--- src/rtl/disp_pkg.sv ---
// Shared constants and the display word layout for the 7-segment scan controller.
package disp_pkg;
  localparam int NUM_DIGITS = 8;
  localparam int SCAN_W = 3;
  localparam logic [NUM_DIGITS-1:0] LES_RESET = 8'hFF;

  typedef struct packed {
    logic [4*NUM_DIGITS-1:0] hex;
    logic [NUM_DIGITS-1:0]   point;
    logic [NUM_DIGITS-1:0]   les;
    logic [NUM_DIGITS-1:0]   blink;
  } disp_word_t;

  localparam disp_word_t DISP_RESET = '{hex: '0, point: '0, les: LES_RESET, blink: '0};

  // Blinking digits are forced blank during the high half of the blink period.
  function automatic logic [NUM_DIGITS-1:0] effective_les(input disp_word_t w, input logic phase);
    return w.les | (w.blink & {NUM_DIGITS{phase}});
  endfunction
endpackage

--- src/rtl/disp_scan_ctrl_if.sv ---
// CPU write port and multiplexer-facing outputs of the scan controller.
interface disp_scan_ctrl_if;
  import disp_pkg::*;

  logic                    wr_en;
  logic [4*NUM_DIGITS-1:0] data_in;
  logic [NUM_DIGITS-1:0]   point_in;
  logic [NUM_DIGITS-1:0]   les_in;
  logic [NUM_DIGITS-1:0]   blink_in;
  logic                    wr_busy;
  logic [4*NUM_DIGITS-1:0] hexs;
  logic [NUM_DIGITS-1:0]   point;
  logic [NUM_DIGITS-1:0]   les;
  logic [SCAN_W-1:0]       scan;
  logic                    scan_tick;
  logic                    frame_start;

  // Handshake: wr_en is a one-cycle strobe that is always accepted (no ready);
  // wr_busy high means a captured write is held until the next frame boundary.
  modport master (
    output wr_en, data_in, point_in, les_in, blink_in,
    input  wr_busy, hexs, point, les, scan, scan_tick, frame_start
  );
  modport slave (
    input  wr_en, data_in, point_in, les_in, blink_in,
    output wr_busy, hexs, point, les, scan, scan_tick, frame_start
  );
endinterface

--- src/rtl/clk_prescaler.sv ---
// Free-running divider; tick is high for one clock every 2^DIV_W clocks.
module clk_prescaler #(
  parameter int DIV_W = 17
) (
  input  logic clk,
  input  logic rst,
  output logic tick
);
  logic [DIV_W-1:0] div;

  always_ff @(posedge clk) begin
    if (rst) div <= '0;
    else     div <= div + DIV_W'(1);
  end

  assign tick = &div;
endmodule

--- src/rtl/disp_scan_ctrl.sv ---
// Digit scan counter plus tear-free shadow registers committed only at frame boundaries.
module disp_scan_ctrl
  import disp_pkg::*;
#(
  parameter int DIV_W   = 17,
  parameter int BLINK_W = 6
) (
  input  logic             clk,
  input  logic             rst,
  disp_scan_ctrl_if.slave  bus
);
  logic               tick;
  logic               frame_start;
  logic [SCAN_W-1:0]  scan_q;
  logic [BLINK_W-1:0] frame_cnt;
  logic               busy_q;
  disp_word_t         pend_q;
  disp_word_t         shadow_q;
  disp_word_t         wr_word;

  clk_prescaler #(.DIV_W(DIV_W)) u_prescaler (
    .clk  (clk),
    .rst  (rst),
    .tick (tick)
  );

  assign frame_start = tick && (scan_q == SCAN_W'(NUM_DIGITS - 1));
  assign wr_word     = '{hex: bus.data_in, point: bus.point_in, les: bus.les_in, blink: bus.blink_in};

  always_ff @(posedge clk) begin
    if (rst) begin
      scan_q    <= '0;
      frame_cnt <= '0;
      busy_q    <= 1'b0;
      pend_q    <= '0;
      shadow_q  <= DISP_RESET;
    end else begin
      if (tick)        scan_q    <= scan_q + SCAN_W'(1);
      if (frame_start) frame_cnt <= frame_cnt + BLINK_W'(1);
      // A write landing on the boundary edge bypasses the pending stage.
      if (bus.wr_en && frame_start) begin
        shadow_q <= wr_word;
        pend_q   <= '0;
        busy_q   <= 1'b0;
      end else if (bus.wr_en) begin
        pend_q <= wr_word;
        busy_q <= 1'b1;
      end else if (frame_start && busy_q) begin
        shadow_q <= pend_q;
        pend_q   <= '0;
        busy_q   <= 1'b0;
      end
    end
  end

  assign bus.wr_busy     = busy_q;
  assign bus.hexs        = shadow_q.hex;
  assign bus.point       = shadow_q.point;
  assign bus.les         = effective_les(shadow_q, frame_cnt[BLINK_W-1]);
  assign bus.scan        = scan_q;
  assign bus.scan_tick   = tick;
  assign bus.frame_start = frame_start;
endmodule

--- src/flat_wrapper.sv ---
// flat-port wrapper written by rule: the top's interface ports become plain ports
module disp_scan_ctrl_flat import disp_pkg::*;
#(
  parameter int DIV_W   = 17,
  parameter int BLINK_W = 6
)
  (clk, rst, bus_wr_en, bus_data_in, bus_point_in, bus_les_in, bus_blink_in, bus_wr_busy, bus_hexs, bus_point, bus_les, bus_scan, bus_scan_tick, bus_frame_start);
  disp_scan_ctrl_if bus_i ();
  input  logic clk;
  input  logic rst;
  input wire logic [$bits(bus_i.wr_en)-1:0] bus_wr_en;
  input wire logic [$bits(bus_i.data_in)-1:0] bus_data_in;
  input wire logic [$bits(bus_i.point_in)-1:0] bus_point_in;
  input wire logic [$bits(bus_i.les_in)-1:0] bus_les_in;
  input wire logic [$bits(bus_i.blink_in)-1:0] bus_blink_in;
  output wire logic [$bits(bus_i.wr_busy)-1:0] bus_wr_busy;
  output wire logic [$bits(bus_i.hexs)-1:0] bus_hexs;
  output wire logic [$bits(bus_i.point)-1:0] bus_point;
  output wire logic [$bits(bus_i.les)-1:0] bus_les;
  output wire logic [$bits(bus_i.scan)-1:0] bus_scan;
  output wire logic [$bits(bus_i.scan_tick)-1:0] bus_scan_tick;
  output wire logic [$bits(bus_i.frame_start)-1:0] bus_frame_start;
  assign bus_i.wr_en = bus_wr_en;
  assign bus_i.data_in = bus_data_in;
  assign bus_i.point_in = bus_point_in;
  assign bus_i.les_in = bus_les_in;
  assign bus_i.blink_in = bus_blink_in;
  assign bus_wr_busy = bus_i.wr_busy;
  assign bus_hexs = bus_i.hexs;
  assign bus_point = bus_i.point;
  assign bus_les = bus_i.les;
  assign bus_scan = bus_i.scan;
  assign bus_scan_tick = bus_i.scan_tick;
  assign bus_frame_start = bus_i.frame_start;
  disp_scan_ctrl #(.DIV_W(DIV_W), .BLINK_W(BLINK_W)) u_core (.clk(clk), .rst(rst), .bus(bus_i));
endmodule
--- config.mk ---
export PLATFORM = sky130hd
export DESIGN_NAME = disp_scan_ctrl_flat
export DESIGN_NICKNAME = d
export VERILOG_FILES = /design/src/rtl/disp_pkg.sv /design/src/rtl/disp_scan_ctrl_if.sv /design/src/rtl/clk_prescaler.sv /design/src/rtl/disp_scan_ctrl.sv /design/src/flat_wrapper.sv
export SDC_FILE = /design/constraint.sdc
export NUM_CORES = 1
export LEC_CHECK = 0
export ABC_AREA = 1
export CELL_PAD_IN_SITES_DETAIL_PLACEMENT = 1
export CELL_PAD_IN_SITES_GLOBAL_PLACEMENT = 2
export CORE_AREA = 2 2 152 154
export DETAILED_ROUTE_END_ITERATION = 8
export DIE_AREA = 0 0 154 156
export GPL_ROUTABILITY_DRIVEN = 0
export PLACE_DENSITY = 0.86
export SETUP_SLACK_MARGIN = 0.15
export SYNTH_ARGS = -nofsm -noshare
export SYNTH_HDL_FRONTEND = slang
export SYNTH_HIERARCHICAL = 1
export SYNTH_SLANG_ARGS = --single-unit
--- constraint.sdc ---
create_clock -name clk -period 2.7 [get_ports clk]
set_clock_uncertainty 0.05 [all_clocks]
set_input_delay 0.54 -clock clk [delete_from_list [all_inputs] [get_ports clk]]
set_output_delay 0.54 -clock clk [all_outputs]
set_load 0.05 [all_outputs]
==> qor.txt <==
CTS Buffer Depth: 2
FF-to-FF setup slack: 0.50 ns
DR top layer: met4
Outcome: finished, final reports clean
Worst skew pair latency: 0.42 ns
Post-synthesis register bit count: 139
First-pass DRT Iterations: 4
Initial antenna violation count: 0
Starting DRT DRC Count: 241
CTS clock-pin slew for the worst setup and hold paths: 0.06 ns
Share of cells above drive strength 1: 9.082%
Placed wire-length estimate: 12540 um
Synth top area cells: dfxtp_1 (43%), nand2_1 (12%), nand3_1 (9.5%)
Final #Nets: 1032
Initial Util: 28.72%
Fin crit share: 90.00%
Reg-to-Reg Start: u_core/u_prescaler/div[1]
R2r worst-path depth: 13
Row count: 55
First-pass GRT wire length: 31210 um
Commonest cells after routing, fill and taps aside: nand2_1 (204), nor2_1 (142), dfxtp_1 (136), nand3_1 (120), clkdlybuf4s50_1 (101)
RSZ-0062 raised after global routing: true
Synth Warn #: 6
Drc violations: 0
WL/cell: 15.31 um
WP data arrival: 1.84 ns
Met3 wire length: 702 um
Cell Pwr Density: 576.1 mW/mm2
Area growth syn-to-layout: 25.89%
Wl on met1: 9161 um
Maxcap violations: 0
Reg-to-reg critical path endpoint: u_core/bus.point[2]
Sequential fraction of the synthesis area: 43.32%
Hold WS: 0.4241 ns
Mapped Nets: 978
Worst Hold Class: reg -> reg
Crit path launch: u_core/u_prescaler/div[1]
Fmax achieved: 0.4115 GHz
I/O Buffers: 112
Req. time, crit path: 2.11 ns
Crit-path max FO: 6
Worst setup path end: bus_scan_tick
Vias in the first global route: 5879
Via/cell ratio: 4.683
Asr flop ratio synth: 0%
Routed WL: 19360 um
Cts hold-fix bufs: 0
CTS tree: yes
Fin. Hold Viols: 0
Total grt overflow: 0
Worst slew pin tran: 0.7459 ns
CP Launch Type: flip-flop
Syn Std Cell Area: 0.006424 mm2
Setup TNS: 0 ns
Post-synth EDFFs: 0
Core Region: 0.02237 mm2
Largest area contributor in the netlist: dfxtp_1
Synth unique cells: 27
HP Start: u_core/shadow_q[8]
Max-slew violations: 0
CTS sink cnt: 139
Die height: 156 um
CTS Buf Count: 17
Fin crit period: 2.430 ns
Antenna cell count: 0
VDD IR-drop max: 0.3068 mV
Tot GR Track Use: 16.41%
# IOs: 113
Critical path capture point type: primary output
Commonest non-fill, non-tap cell in the layout: nand2_1
Slew margin rel.: 50.27%
Met2 WL post-DR: 9225 um
Largest net degree at the start of global routing: 75
Endpoints failing setup: 0
Leakage Power: 3.387 nW
Die X: 154 um
Cells after synthesis: 914
Vias: 5924
Die footprint: 0.02402 mm2
Antenna-violating nets left: 0
H-tree depth: 4
Critical path class: reg -> out
Clk root buf: clkbuf_16
Post-synth top area share: 43.32%
Syn Area/Cell: 7.028 um2
Synth Flop Type: dfxtp_1
-- cells in the mapped netlist (all sizes together), types with 2 or more instances --
master and instances:
nand2 210, o21a 2, o21bai 2, dfxtp 139, inv 39, nand3 122
clkbuf 20, o21ai 56, or2 8, nor3 3, buf 80, a21o 8
nor2 148, nand4 4, ha 5, a21oi 65
-- stage by stage --
stage               instance area, um2  util (%)  power, mW  cells  setup WS, ns
floorplan                         6426         -      2.344    914        0.1928
global placement                  7466     33.38      2.501   1229        0.3271
finish                            8087     36.16      4.659   1265        0.2701
detailed placement                7466     33.38      2.507   1229        0.2310
global route                      8087     36.16      4.864   1265        0.1255
CTS                               8028     35.89      4.718   1261       0.07229
-- worst max-delay path, stage by stage (launching register included) --
cell     delay [ns]
dfxtp_4        0.36
ha_4           0.14
nand3_2        0.09
inv_2          0.08
nand4_1        0.13
nor2_2         0.15
ha_4           0.16
buf_4          0.16
buf_12         0.15
-- logic make-up after synthesis --
kind of cell | count (synthesis) | share of synthesized area [%]
fa+ha+maj | 5 | 0.9739
flops | 139 | 43.32
compound gates | 134 | 10.93
xor+xnor | 1 | 0.1364
simple gates | 495 | 32.29
buf+inv | 140 | 12.35
-- timing repair --
item	in CTS	in global routing
hold endpoints to repair	0	0
buffers inserted	1	4
setup endpoints to repair	10	5
resized for setup	15	7
pin swaps	2	3
-- area by class of cell --
| type | instances | area (um2) |
|---|---|---|
| inverter | 40 | 152.6 |
| timing repair buffer | 135 | 1339 |
| multi-input combinational | 635 | 2903 |
| sequential | 139 | 2791 |
| fill | 2738 | 14280 |
| tap | 285 | 356.6 |
| clock buffer | 19 | 442.9 |
| clock inverter | 12 | 101.3 |
-- power by group --
group	internal [mW]	switching [mW]
logic	0.155	0.177
registers	2.10	0.0287
clock network	1.28	0.919
total	3.53	1.12
-- worst min path at each step --
stage | end | slack [ns] | depth (start not counted)
after floorplan | u_core/u_prescaler/div[0] | 0.38 | 1
after global placement | u_core/u_prescaler/div[0] | 0.40 | 1
after detailed placement | u_core/u_prescaler/div[0] | 0.40 | 1
after CTS | u_core/u_prescaler/div[0] | 0.38 | 1
after global routing | u_core/pend_q[49] | 0.45 | 2
final | u_core/shadow_q[8] | 0.42 | 2
-- sequential cells by signal, indices dropped and copies added (netlist names) --
| name | flops |
|---|---|
| u_core/bus.wr_busy | 1 |
| u_core/frame_cnt | 6 |
| u_core/pend_q | 56 |
| u_core/bus.hexs | 32 |
| u_core/bus.scan | 3 |
| u_core/bus.point | 8 |
| u_core/u_prescaler/div | 17 |
| u_core/shadow_q | 16 |
-- routing by layer --
metal	vias to the layer above	global-route usage, %
met2	107	27.65
met5	-	0
li1	3010	-
met4	0	5.207
met3	20	3.222
met1	2787	21.17
Power figures use the tool's default switching activity.
